**config.mk**
```make
export PLATFORM = sky130hd
export DESIGN_NAME = memory_stage
export DESIGN_NICKNAME = d
export VERILOG_FILES = /design/src/rtl/memory_stage_pkg.sv /design/src/rtl/memory_stage_load_data_extend.sv /design/src/rtl/memory_stage.sv
export SDC_FILE = /design/constraint.sdc
export NUM_CORES = 2
export LEC_CHECK = 0
export ABC_AREA = 1
export CAP_MARGIN = 30
export CORE_AREA = 3 3 336 338
export CTS_CLUSTER_DIAMETER = 60
export DETAILED_ROUTE_END_ITERATION = 8
export DIE_AREA = 0 0 339 341
export GPL_TIMING_DRIVEN = 0
export SYNTH_ARGS = -nofsm -noshare
export SYNTH_HDL_FRONTEND = slang
export SYNTH_SLANG_ARGS = --single-unit
```
**constraint.sdc**
```tcl
create_clock -name i_clk -period 2.7 [get_ports i_clk]
set_input_delay 0.27 -clock i_clk [delete_from_list [all_inputs] [get_ports i_clk]]
set_output_delay 0.27 -clock i_clk [all_outputs]
set_load 0.005 [all_outputs]
```
**src/rtl/memory_stage_pkg.sv**
```systemverilog
// Shared types and helpers for the MEM stage: FSM state, RV load/store func3 codes,
// store byte-strobe generation and the natural-alignment check for the trap build.
package memory_stage_pkg;

    typedef enum logic {
        IDLE = 1'b0,
        BUSY = 1'b1
    } state_t;

    localparam logic [2:0] LB  = 3'b000;
    localparam logic [2:0] LH  = 3'b001;
    localparam logic [2:0] LW  = 3'b010;
    localparam logic [2:0] LD  = 3'b011;
    localparam logic [2:0] LBU = 3'b100;
    localparam logic [2:0] LHU = 3'b101;
    localparam logic [2:0] LWU = 3'b110;

    // Strobes that would spill past lane 7 are simply truncated.
    function automatic logic [7:0] wstrb_gen(input logic [2:0] func3, input logic [2:0] off);
        logic [7:0] strb;
        case (func3[1:0])
            2'b00:   strb = 8'h01 << off;
            2'b01:   strb = 8'h03 << off;
            2'b10:   strb = 8'h0F << off;
            default: strb = 8'hFF;
        endcase
        return strb;
    endfunction

    function automatic logic is_misaligned(input logic [2:0] func3, input logic [2:0] off);
        logic mis;
        case (func3[1:0])
            2'b01:   mis = off[0];
            2'b10:   mis = (off[1:0] != 2'b00);
            2'b11:   mis = (off != 3'b000);
            default: mis = 1'b0;
        endcase
        return mis;
    endfunction

endpackage

```
**src/rtl/memory_stage_load_data_extend.sv**
```systemverilog
// Combinational load alignment: shifts the raw doubleword down by the byte offset
// (zero-filling from above lane 7) and sign/zero-extends according to func3.
import memory_stage_pkg::*;

module load_data_extend (
    input  logic [63:0] rdata,
    input  logic [2:0]  off,
    input  logic [2:0]  func3,
    output logic [63:0] result
);

    logic [63:0] shifted;

    assign shifted = rdata >> {off, 3'b000};

    always_comb begin
        result = '0;
        case (func3)
            LB:      result = {{56{shifted[7]}},  shifted[7:0]};
            LH:      result = {{48{shifted[15]}}, shifted[15:0]};
            LW:      result = {{32{shifted[31]}}, shifted[31:0]};
            LD:      result = shifted;
            LBU:     result = {56'd0, shifted[7:0]};
            LHU:     result = {48'd0, shifted[15:0]};
            LWU:     result = {32'd0, shifted[31:0]};
            default: result = '0;
        endcase
    end

endmodule

```
**src/rtl/memory_stage.sv**
```systemverilog
// MEM stage + MEM/WB register: ALU ops retire 1 cycle after accept, memory ops after 1 + cache cycles + 1.
// o_ready is high only in IDLE, so one instruction at a time; MEMORY_STAGE_MISALIGN_TRAP_EN enables the misalignment trap.
import memory_stage_pkg::*;

module memory_stage #(
    parameter int ADDR_WIDTH = 64,
    parameter int DATA_WIDTH = 64,
    parameter int REG_ADDR_W = 5
) (
    input  logic                    i_clk,
    input  logic                    i_rst,
    input  logic                    i_valid,
    output logic                    o_ready,
    input  logic [ADDR_WIDTH-1:0]   i_alu_result,
    input  logic [DATA_WIDTH-1:0]   i_write_data,
    input  logic [2:0]              i_func3,
    input  logic                    i_mem_re,
    input  logic                    i_mem_we,
    input  logic [ADDR_WIDTH-1:0]   i_pc_plus4,
    input  logic [ADDR_WIDTH-1:0]   i_pc_target,
    input  logic [DATA_WIDTH-1:0]   i_imm_ext,
    input  logic [REG_ADDR_W-1:0]   i_rd_addr,
    input  logic [2:0]              i_result_src,
    input  logic                    i_reg_we,
    output logic                    o_mem_req,
    output logic                    o_mem_we,
    output logic [ADDR_WIDTH-1:0]   o_mem_addr,
    output logic [DATA_WIDTH-1:0]   o_mem_wdata,
    output logic [DATA_WIDTH/8-1:0] o_mem_wstrb,
    input  logic                    i_mem_done,
    input  logic [DATA_WIDTH-1:0]   i_mem_rdata,
    output logic                    o_valid,
    output logic [DATA_WIDTH-1:0]   o_read_data,
    output logic [ADDR_WIDTH-1:0]   o_alu_result,
    output logic [ADDR_WIDTH-1:0]   o_pc_plus4,
    output logic [ADDR_WIDTH-1:0]   o_pc_target,
    output logic [DATA_WIDTH-1:0]   o_imm_ext,
    output logic [REG_ADDR_W-1:0]   o_rd_addr,
    output logic [2:0]              o_result_src,
    output logic                    o_reg_we,
    output logic                    o_misaligned
);

    state_t state, state_nxt;

    logic accept;
    logic is_mem;
    logic trap;
    logic retire_direct;
    logic retire_mem;

    logic [ADDR_WIDTH-1:0] lat_addr;
    logic [2:0]            lat_func3;
    logic [DATA_WIDTH-1:0] lat_wdata;
    logic                  lat_store;
    logic [ADDR_WIDTH-1:0] lat_pc_plus4;
    logic [ADDR_WIDTH-1:0] lat_pc_target;
    logic [DATA_WIDTH-1:0] lat_imm;
    logic [REG_ADDR_W-1:0] lat_rd;
    logic [2:0]            lat_rsrc;
    logic                  lat_reg_we;

    logic [63:0] ext_data;

    assign accept = i_valid & o_ready;
    assign is_mem = i_mem_re | i_mem_we;

`ifdef MEMORY_STAGE_MISALIGN_TRAP_EN
    logic mis_q;

    assign trap = is_mem & is_misaligned(i_func3, i_alu_result[2:0]);

    always_ff @(posedge i_clk) begin
        if (i_rst) begin
            mis_q <= 1'b0;
        end else begin
            mis_q <= accept & trap;
        end
    end

    assign o_misaligned = mis_q;
`else
    assign trap         = 1'b0;
    assign o_misaligned = 1'b0;
`endif

    // A trapped access retires like an ALU op: no cache request, no BUSY.
    assign retire_direct = accept & (~is_mem | trap);
    assign retire_mem    = (state == BUSY) & i_mem_done;

    always_ff @(posedge i_clk) begin
        if (i_rst) begin
            state <= IDLE;
        end else begin
            state <= state_nxt;
        end
    end

    always_comb begin
        state_nxt = state;
        case (state)
            IDLE:    if (accept && is_mem && !trap) state_nxt = BUSY;
            BUSY:    if (i_mem_done) state_nxt = IDLE;
            default: state_nxt = IDLE;
        endcase
    end

    always_comb begin
        o_ready     = 1'b0;
        o_mem_req   = 1'b0;
        o_mem_we    = 1'b0;
        o_mem_addr  = '0;
        o_mem_wdata = '0;
        o_mem_wstrb = '0;
        case (state)
            IDLE: o_ready = 1'b1;
            BUSY: begin
                o_mem_req   = 1'b1;
                o_mem_we    = lat_store;
                o_mem_addr  = {lat_addr[ADDR_WIDTH-1:3], 3'b000};
                o_mem_wdata = lat_wdata << {lat_addr[2:0], 3'b000};
                o_mem_wstrb = lat_store ? wstrb_gen(lat_func3, lat_addr[2:0]) : '0;
            end
            default: o_ready = 1'b0;
        endcase
    end

    // Loads with both re and we set are treated as stores.
    always_ff @(posedge i_clk) begin
        if (i_rst) begin
            lat_addr      <= '0;
            lat_func3     <= '0;
            lat_wdata     <= '0;
            lat_store     <= 1'b0;
            lat_pc_plus4  <= '0;
            lat_pc_target <= '0;
            lat_imm       <= '0;
            lat_rd        <= '0;
            lat_rsrc      <= '0;
            lat_reg_we    <= 1'b0;
        end else if (accept && is_mem) begin
            lat_addr      <= i_alu_result;
            lat_func3     <= i_func3;
            lat_wdata     <= i_write_data;
            lat_store     <= i_mem_we;
            lat_pc_plus4  <= i_pc_plus4;
            lat_pc_target <= i_pc_target;
            lat_imm       <= i_imm_ext;
            lat_rd        <= i_rd_addr;
            lat_rsrc      <= i_result_src;
            lat_reg_we    <= i_reg_we;
        end
    end

    load_data_extend u_load_data_extend (
        .rdata  (i_mem_rdata),
        .off    (lat_addr[2:0]),
        .func3  (lat_func3),
        .result (ext_data)
    );

    always_ff @(posedge i_clk) begin
        if (i_rst) begin
            o_valid      <= 1'b0;
            o_reg_we     <= 1'b0;
            o_read_data  <= '0;
            o_alu_result <= '0;
            o_pc_plus4   <= '0;
            o_pc_target  <= '0;
            o_imm_ext    <= '0;
            o_rd_addr    <= '0;
            o_result_src <= '0;
        end else begin
            o_valid  <= retire_direct | retire_mem;
            o_reg_we <= retire_direct ? (i_reg_we & ~trap) :
                        retire_mem    ? lat_reg_we : 1'b0;
            if (retire_direct) begin
                o_read_data  <= '0;
                o_alu_result <= i_alu_result;
                o_pc_plus4   <= i_pc_plus4;
                o_pc_target  <= i_pc_target;
                o_imm_ext    <= i_imm_ext;
                o_rd_addr    <= i_rd_addr;
                o_result_src <= i_result_src;
            end else if (retire_mem) begin
                o_read_data  <= lat_store ? '0 : ext_data;
                o_alu_result <= lat_addr;
                o_pc_plus4   <= lat_pc_plus4;
                o_pc_target  <= lat_pc_target;
                o_imm_ext    <= lat_imm;
                o_rd_addr    <= lat_rd;
                o_result_src <= lat_rsrc;
            end
        end
    end

endmodule

```
# Word-level counts from Yosys, hierarchy flattened
# Index checks and enable logic that the tools add are counted.
[word_totals] reg_bits=664 wordCells=72
[classes] bitwise_logic=7 shifts=5 n_mux=27 n_reduce_logical=5 n_eq_ne=8
[ops] cell="$mux W64" count=11
[ops] cell="$pmux W64 S7" count=1
[ops] cell="$shl A64 B6 Y64" count=1
[ops] cell="$shr A64 B6 Y64" count=1
[ops] cell="$pmux W8 S3" count=1
[ops] cell="$mux W8" count=2
[ops] cell="$mux W5" count=2
[ops] cell="$eq A3 B3 Y1 const B" count=3
[ops] cell="$shl A1 B3 Y8 const A" count=1
[ops] cell="$shl A2 B3 Y8 const A" count=1
[ops] cell="$shl A4 B3 Y8 const A" count=1
[ops] cell="$mux W1" count=7
[ops] cell="$eq A3 B2 Y1 const B" count=2
[ops] cell="$mux W3" count=2
[ops] cell="$and A1 B1 Y1" count=3
[ops] cell="$eq A3 B1 Y1 const B" count=1
[ops] cell="$logic_not A3 Y1" count=1
[ops] cell="$eq A2 B1 Y1 const B" count=1
[ops] cell="$eq A2 B2 Y1 const B" count=1
[ops] cell="$logic_not A2 Y1" count=1
[ops] cell="$not A1 Y1" count=2
[ops] cell="$or A1 B1 Y1" count=2
[ops] cell="$pmux W1 S2" count=1
[ops] cell="$reduce_bool A2 Y1" count=1
[ops] cell="other kinds (2)" count=2

# Depth between registers and ports, before layout
[depth] depth_word=5 mapped_depth=13 ltp_nobuf=11

# Cells and area by module
# Synthesis repeated with hierarchy kept, for this count alone.
[unflattened] hier_cells=4744 hier_area_um2=31024.8
[modules_own_cells] module="memory_stage" seq_area_each_um2=13292.7 area_per_inst_um2=28589.9 n_inst=1 cells_per_inst=4237
[modules_own_cells] module="load_data_extend" seq_area_each_um2=0.0 area_per_inst_um2=2434.8 n_inst=1 cells_per_inst=507

# Least setup slack after synthesis
# OpenSTA, ideal clock, no wires.
[synth_path] path_kind="reg2out" startpoint="register lat_addr[0]" endpoint="output port o_mem_wdata[43]" stages_incl_launch_ff=10 setup_slack_ps=975 t_arrival_ps=1455 n_path_buf=4 required_time_ps=2430 path_cell_list="dfxtp_1 buf_6 buf_6 buf_4 buf_4 o21ai_0 or2_1 o211ai_1 o211ai_1 inv_1"
[synth_between] elab_chain_len=2
[synth_lines] element="from (decl)" line="memory_stage.sv:52" text="logic [ADDR_WIDTH-1:0] lat_addr;"
[synth_lines] element="from (signal assigned)" line="memory_stage.sv:142" text="lat_addr <= i_alu_result;"
[synth_lines] element="$shl A64 B6 Y64" line="memory_stage.sv:121" text="o_mem_wdata = lat_wdata << {lat_addr[2:0], 3'b000};"
[synth_lines] element="$mux W64" line="memory_stage.sv:115" text="case (state)"
[synth_lines] element="to (decl)" line="memory_stage.sv:28" text="output logic [DATA_WIDTH-1:0] o_mem_wdata,"
# Every way passes these cells.

# Worst setup path after layout
[layout_path] startpoint="register lat_addr[0]" endpoint="output port o_mem_wdata[53]"
# Same word-level chain as after synthesis.

==> metrics.txt <==
# TYPE chip_impl_metric gauge
chip_impl_info{name="outcome",value="complete, but fails checks"} 1
chip_impl_info{name="failing_checks",value="setup timing"} 1
chip_impl_metric{name="final_hold_viol_count",unit=""} 0
chip_impl_metric{name="design.core.area",unit="sq mm"} 0.1104
chip_impl_metric{name="numPlacedInstances",unit=""} 6518
chip_impl_metric{name="grt_use_total",unit="%"} 24.80
chip_impl_metric{name="slew_violations",unit=""} 0
chip_impl_metric{name="ctsHoldBuffers",unit=""} 0
chip_impl_info{name="layout_common_cells",value="nand2_1 (1232), clkdlybuf4s50_1 (790), nor2_1 (674)"} 1
chip_impl_metric{name="worst-path-max-fanout",unit=""} 6
chip_impl_metric{name="effective_utilization_at_floorplan",unit="%"} 25.92
chip_impl_metric{name="grt_pass1_vias",unit=""} 31210
chip_impl_metric{name="timing.max_cap.violations",unit=""} 0
chip_impl_metric{name="cts_inserted_buffers",unit=""} 86
chip_impl_info{name="worstSetupPathType",value="flip-flop to output port"} 1
chip_impl_metric{name="numPortBuffers",unit=""} 866
chip_impl_info{name="cpMaxStageDelayCell",value="dfxtp_2"} 1
chip_impl_metric{name="timing.critical_path.required",unit="ns"} 2.43
chip_impl_metric{name="timing.critical_path.arrival",unit="ns"} 2.45
chip_impl_info{name="rsz_0062_raised_after_global_routing",value="true"} 1
chip_impl_metric{name="finalNonFillerCells",unit=""} 6727
chip_impl_metric{name="total_switching_power",unit="mW"} 8.250
chip_impl_metric{name="timing.hold.ws",unit="ns"} 0.2004
chip_impl_metric{name="fp.dieW",unit="um"} 339
chip_impl_metric{name="setup-tns-final",unit="ns"} -0.02188
chip_impl_metric{name="detail_route.wirelength",unit="mm"} 150.9
chip_impl_metric{name="drt-initial-drc-count",unit=""} 2337
chip_impl_metric{name="worst-r2r-cell-count",unit=""} 8
chip_impl_info{name="whs_endpoint",value="o_pc_target[56]"} 1
chip_impl_info{name="final_common_cell",value="nand2_1"} 1
chip_impl_metric{name="dp_hpwl",unit="mm"} 118.1
chip_impl_metric{name="synth.yosys.seq_area_share",unit="%"} 46.46
chip_impl_metric{name="highest_cell_delay_on_the_worst_timing_path",unit="ns"} 0.35
chip_impl_metric{name="clock_period_minus_worst_slack",unit="ns"} 2.722
chip_impl_metric{name="synth_cells",unit=""} 4148
chip_impl_metric{name="layout-drive-gt1-share",unit="%"} 9.831
chip_impl_metric{name="post-route-period-util",unit="%"} 100.8
chip_impl_info{name="cp-start-kind",value="flip-flop"} 1
chip_impl_metric{name="switching_share_of_total_power",unit="%"} 29.79
chip_impl_metric{name="tightest_slew",unit="ns"} 1.006
chip_impl_metric{name="timing.final.setup_violations",unit=""} 1
chip_impl_metric{name="syn_area",unit="sq mm"} 0.02861
chip_impl_metric{name="power.density_cell_area",unit="mW/mm^2"} 636.2
chip_impl_metric{name="num_rows",unit=""} 122
chip_impl_metric{name="fin_area",unit="sq mm"} 0.04353
chip_impl_metric{name="first_pass_grt_wire_length",unit="mm"} 214.0
chip_impl_metric{name="postSynthAreaPerCell",unit="sq um"} 6.898
chip_impl_info{name="end_kind",value="output port"} 1
chip_impl_metric{name="drc",unit=""} 0
chip_impl_metric{name="drt_first_pass_iters",unit=""} 8
chip_impl_metric{name="pwr-share-clk",unit="%"} 42.2
chip_impl_metric{name="internal_power",unit="mW"} 19.44
chip_impl_metric{name="postLayoutCoreUtil",unit="%"} 39.44
chip_impl_metric{name="share_seq_of_total_power",unit="%"} 39.1
chip_impl_metric{name="fin_ws",unit="ns"} -0.02188
chip_impl_info{name="reg2reg_to",value="o_alu_result[57]"} 1
chip_impl_metric{name="finalWeightedCongestion",unit=""} 1.006
chip_impl_info{name="cts_tree",value="built"} 1
chip_impl_info{name="r2r_start",value="state"} 1
chip_impl_metric{name="clockBufferDepth",unit=""} 3
chip_impl_metric{name="ys_ff_latch",unit=""} 664
chip_impl_info{name="worst_hold_startpoint",value="i_pc_target[56]"} 1
chip_impl_metric{name="area_delta_synth_final",unit="%"} 52.13
chip_impl_metric{name="die-height",unit="um"} 341
chip_impl_metric{name="dr_total_vias",unit=""} 32650
chip_impl_metric{name="io_pins",unit=""} 872
chip_impl_metric{name="antenna_violating_nets_post_route",unit=""} 0
chip_impl_metric{name="clkSinkCount",unit=""} 664
chip_impl_metric{name="yosys.cell_types.count",unit=""} 35
chip_impl_metric{name="detailed_place.area",unit="sq mm"} 0.03935
chip_impl_metric{name="timing.reg2reg.setup_slack",unit="ns"} 0.15
chip_impl_metric{name="achievable-frequency",unit="GHz"} 0.3674
chip_impl_info{name="cp_cell_sequence",value="buf_6, buf_12, buf_12, buf_6, buf_12, mux2i_4, buf_6, o22ai_2, a21oi_1, nor2_1, buf_2"} 1
chip_impl_metric{name="static-leakage-power",unit="nW"} 16.75
chip_impl_metric{name="design.final.nets",unit=""} 5555
chip_impl_metric{name="timing.slew.headroom",unit="%"} 32.96
chip_impl_metric{name="path_buf_inv",unit=""} 7
chip_impl_metric{name="combinationalPowerShare",unit="%"} 18.6
chip_impl_metric{name="average_wire_per_standard_cell",unit="um"} 22.43
chip_impl_metric{name="floorplan.die_area",unit="sq mm"} 0.1156
chip_impl_metric{name="grt-ovfl-total",unit=""} 0
chip_impl_info{name="ctsRootBufferMaster",value="clkbuf_16"} 1
chip_impl_metric{name="worst_clock_skew",unit="ns"} 0.03805
chip_impl_metric{name="worstSkewPairLatency",unit="ns"} 0.68
chip_impl_metric{name="antenna_found_initial",unit=""} 27
chip_impl_metric{name="worst_ir_drop_vdd",unit="V"} 0.0004942
chip_impl_info{name="min-delay-path-class",value="primary input to flip-flop"} 1
chip_impl_metric{name="clock_tree.htree_level_count",unit=""} 3
chip_impl_metric{name="clkTransAtPathRegs",unit="ns"} 0.06
chip_impl_info{name="cpLargestDelayFamily",value="buffers and inverters"} 1
chip_impl_metric{name="post_drt_via_cell_ratio",unit=""} 4.853
chip_impl_metric{name="timing.hold.worst_path_depth",unit=""} 3
chip_impl_metric{name="grt_max_degree",unit=""} 20
chip_impl_metric{name="synthesis.yosys.warnings",unit=""} 0
-- flip-flops by register name, summed over array words and instances, names as in the netlist, 3 cells and up --
signal,count
o_rd_addr,5
o_imm_ext,64
lat_rsrc,3
lat_wdata,64
o_pc_plus4,64
o_alu_result,64
lat_rd,5
lat_imm,64
lat_pc_target,64
lat_func3,3
lat_addr,64
lat_pc_plus4,64
o_read_data,64
o_result_src,3
o_pc_target,64
-- metrics by stage --
stage / power [mW] / worst slack (ns)
finish: 27.69 / -0.02188
global route: 28.71 / -0.08466
global placement: 15.70 / -0.8610
detailed placement: 15.77 / -0.7747
CTS: 27.79 / -0.1805
floorplan: 13.15 / 0.9754
-- layout make-up --
| type | count | area (sq um) |
|---|---|---|
| fillers | 11650 | 66840 |
| multi-input cells | 2995 | 13810 |
| flip-flops and latches | 664 | 13300 |
| repair buffers | 915 | 9084 |
| clock buffers | 120 | 2411 |
| plain buffers | 324 | 1882 |
| well taps | 1488 | 1862 |
| inverters | 162 | 634.4 |
| clock inverters | 38 | 491.7 |
| diodes | 21 | 52.55 |
-- routing by layer --
layer	share of wire (%)	GRT usage, %	vias to the layer above
met4	4.6	10.91	10
met2	47	42.33	1374
met3	8.3	7.125	306
met5	0.050	0	-
li1	-	-	15580
met1	40	28.85	15380
-- cells in the mapped netlist --
library cell	count	share of area [%]
and2_1	4	0.087
nor2_2	1	0.022
dfxtp_1	664	46
conb_1	1	0.013
buf_1	15	0.20
ha_1	5	0.22
o21a_1	4	0.10
buf_2	125	2.2
mux2i_1	8	0.28
inv_1	148	1.9
buf_4	15	0.39
o221ai_1	13	0.40
nand4_1	33	0.72
or2_1	13	0.28
o21ai_0	400	7.0
or2_2	5	0.11
nor2_1	684	9.0
a31oi_1	275	6.0
nor2_8	2	0.14
a21oi_1	123	2.2
o211ai_1	18	0.47
or2_0	1	0.022
o21ai_1	44	0.77
nand2_1	1246	16
o22ai_1	16	0.35
nor3_1	11	0.19
clkinv_1	2	0.026
nand3_2	2	0.070
o2111ai_1	1	0.031
nor2_4	2	0.079
nand2_2	4	0.087
buf_6	3	0.12
nand3_1	76	1.3
clkbuf_1	172	2.3
inv_2	12	0.16
-- repair_timing --
item,4_1_cts,5_1_grt
endpoints found under the setup margin,510,113
pin swaps,46,39
gates resized for setup,386,100
gates cloned,3,1
buffers inserted,22,13
-- cell families after synthesis --
group	count (synthesis)	synth area share, %
buffers and inverters	492	7.277
muxes	8	0.2799
adders and majority gates	5	0.2187
other	1	0.01311
DFF	664	46.46
and+or+nand+nor	2084	28.46
AOI/OAI and AO/OA	894	17.29
-- how the worst max path moves through the flow --
stage          slack, ns        start  cells after the start              end
2_1_floorplan       0.98  lat_addr[0]                      9  o_mem_wdata[43]
3_3_place_gp       -0.86     i_mem_we                      8     lat_addr[47]
3_5_place_dp       -0.77        state                      6   o_mem_addr[57]
4_1_cts            -0.18  lat_addr[0]                      9  o_mem_wdata[38]
5_1_grt            -0.08  lat_addr[0]                     10  o_mem_wdata[34]
6_report           -0.02  lat_addr[0]                     11  o_mem_wdata[53]
-- power groups by stage --
stage               sequential (mW)  combinational [mW]  clock [mW]
floorplan                      10.9                2.22           0
global placement               11.0                4.70           0
detailed placement             11.0                4.75           0
finish                         10.8                5.15        11.7
CTS                            10.8                5.04        11.9
global route                   10.9                5.56        12.3
-- tightest hold or removal path: cells and delay by family --
| kind | cells | cell delay (ns) |
|---|---|---|
| AOI/OAI and AO/OA | 1 | 0.08 |
| buffers and inverters | 1 | 0.41 |
| and+or+nand+nor | 1 | 0.07 |
No activity file was read; power rests on OpenSTA's default activity.
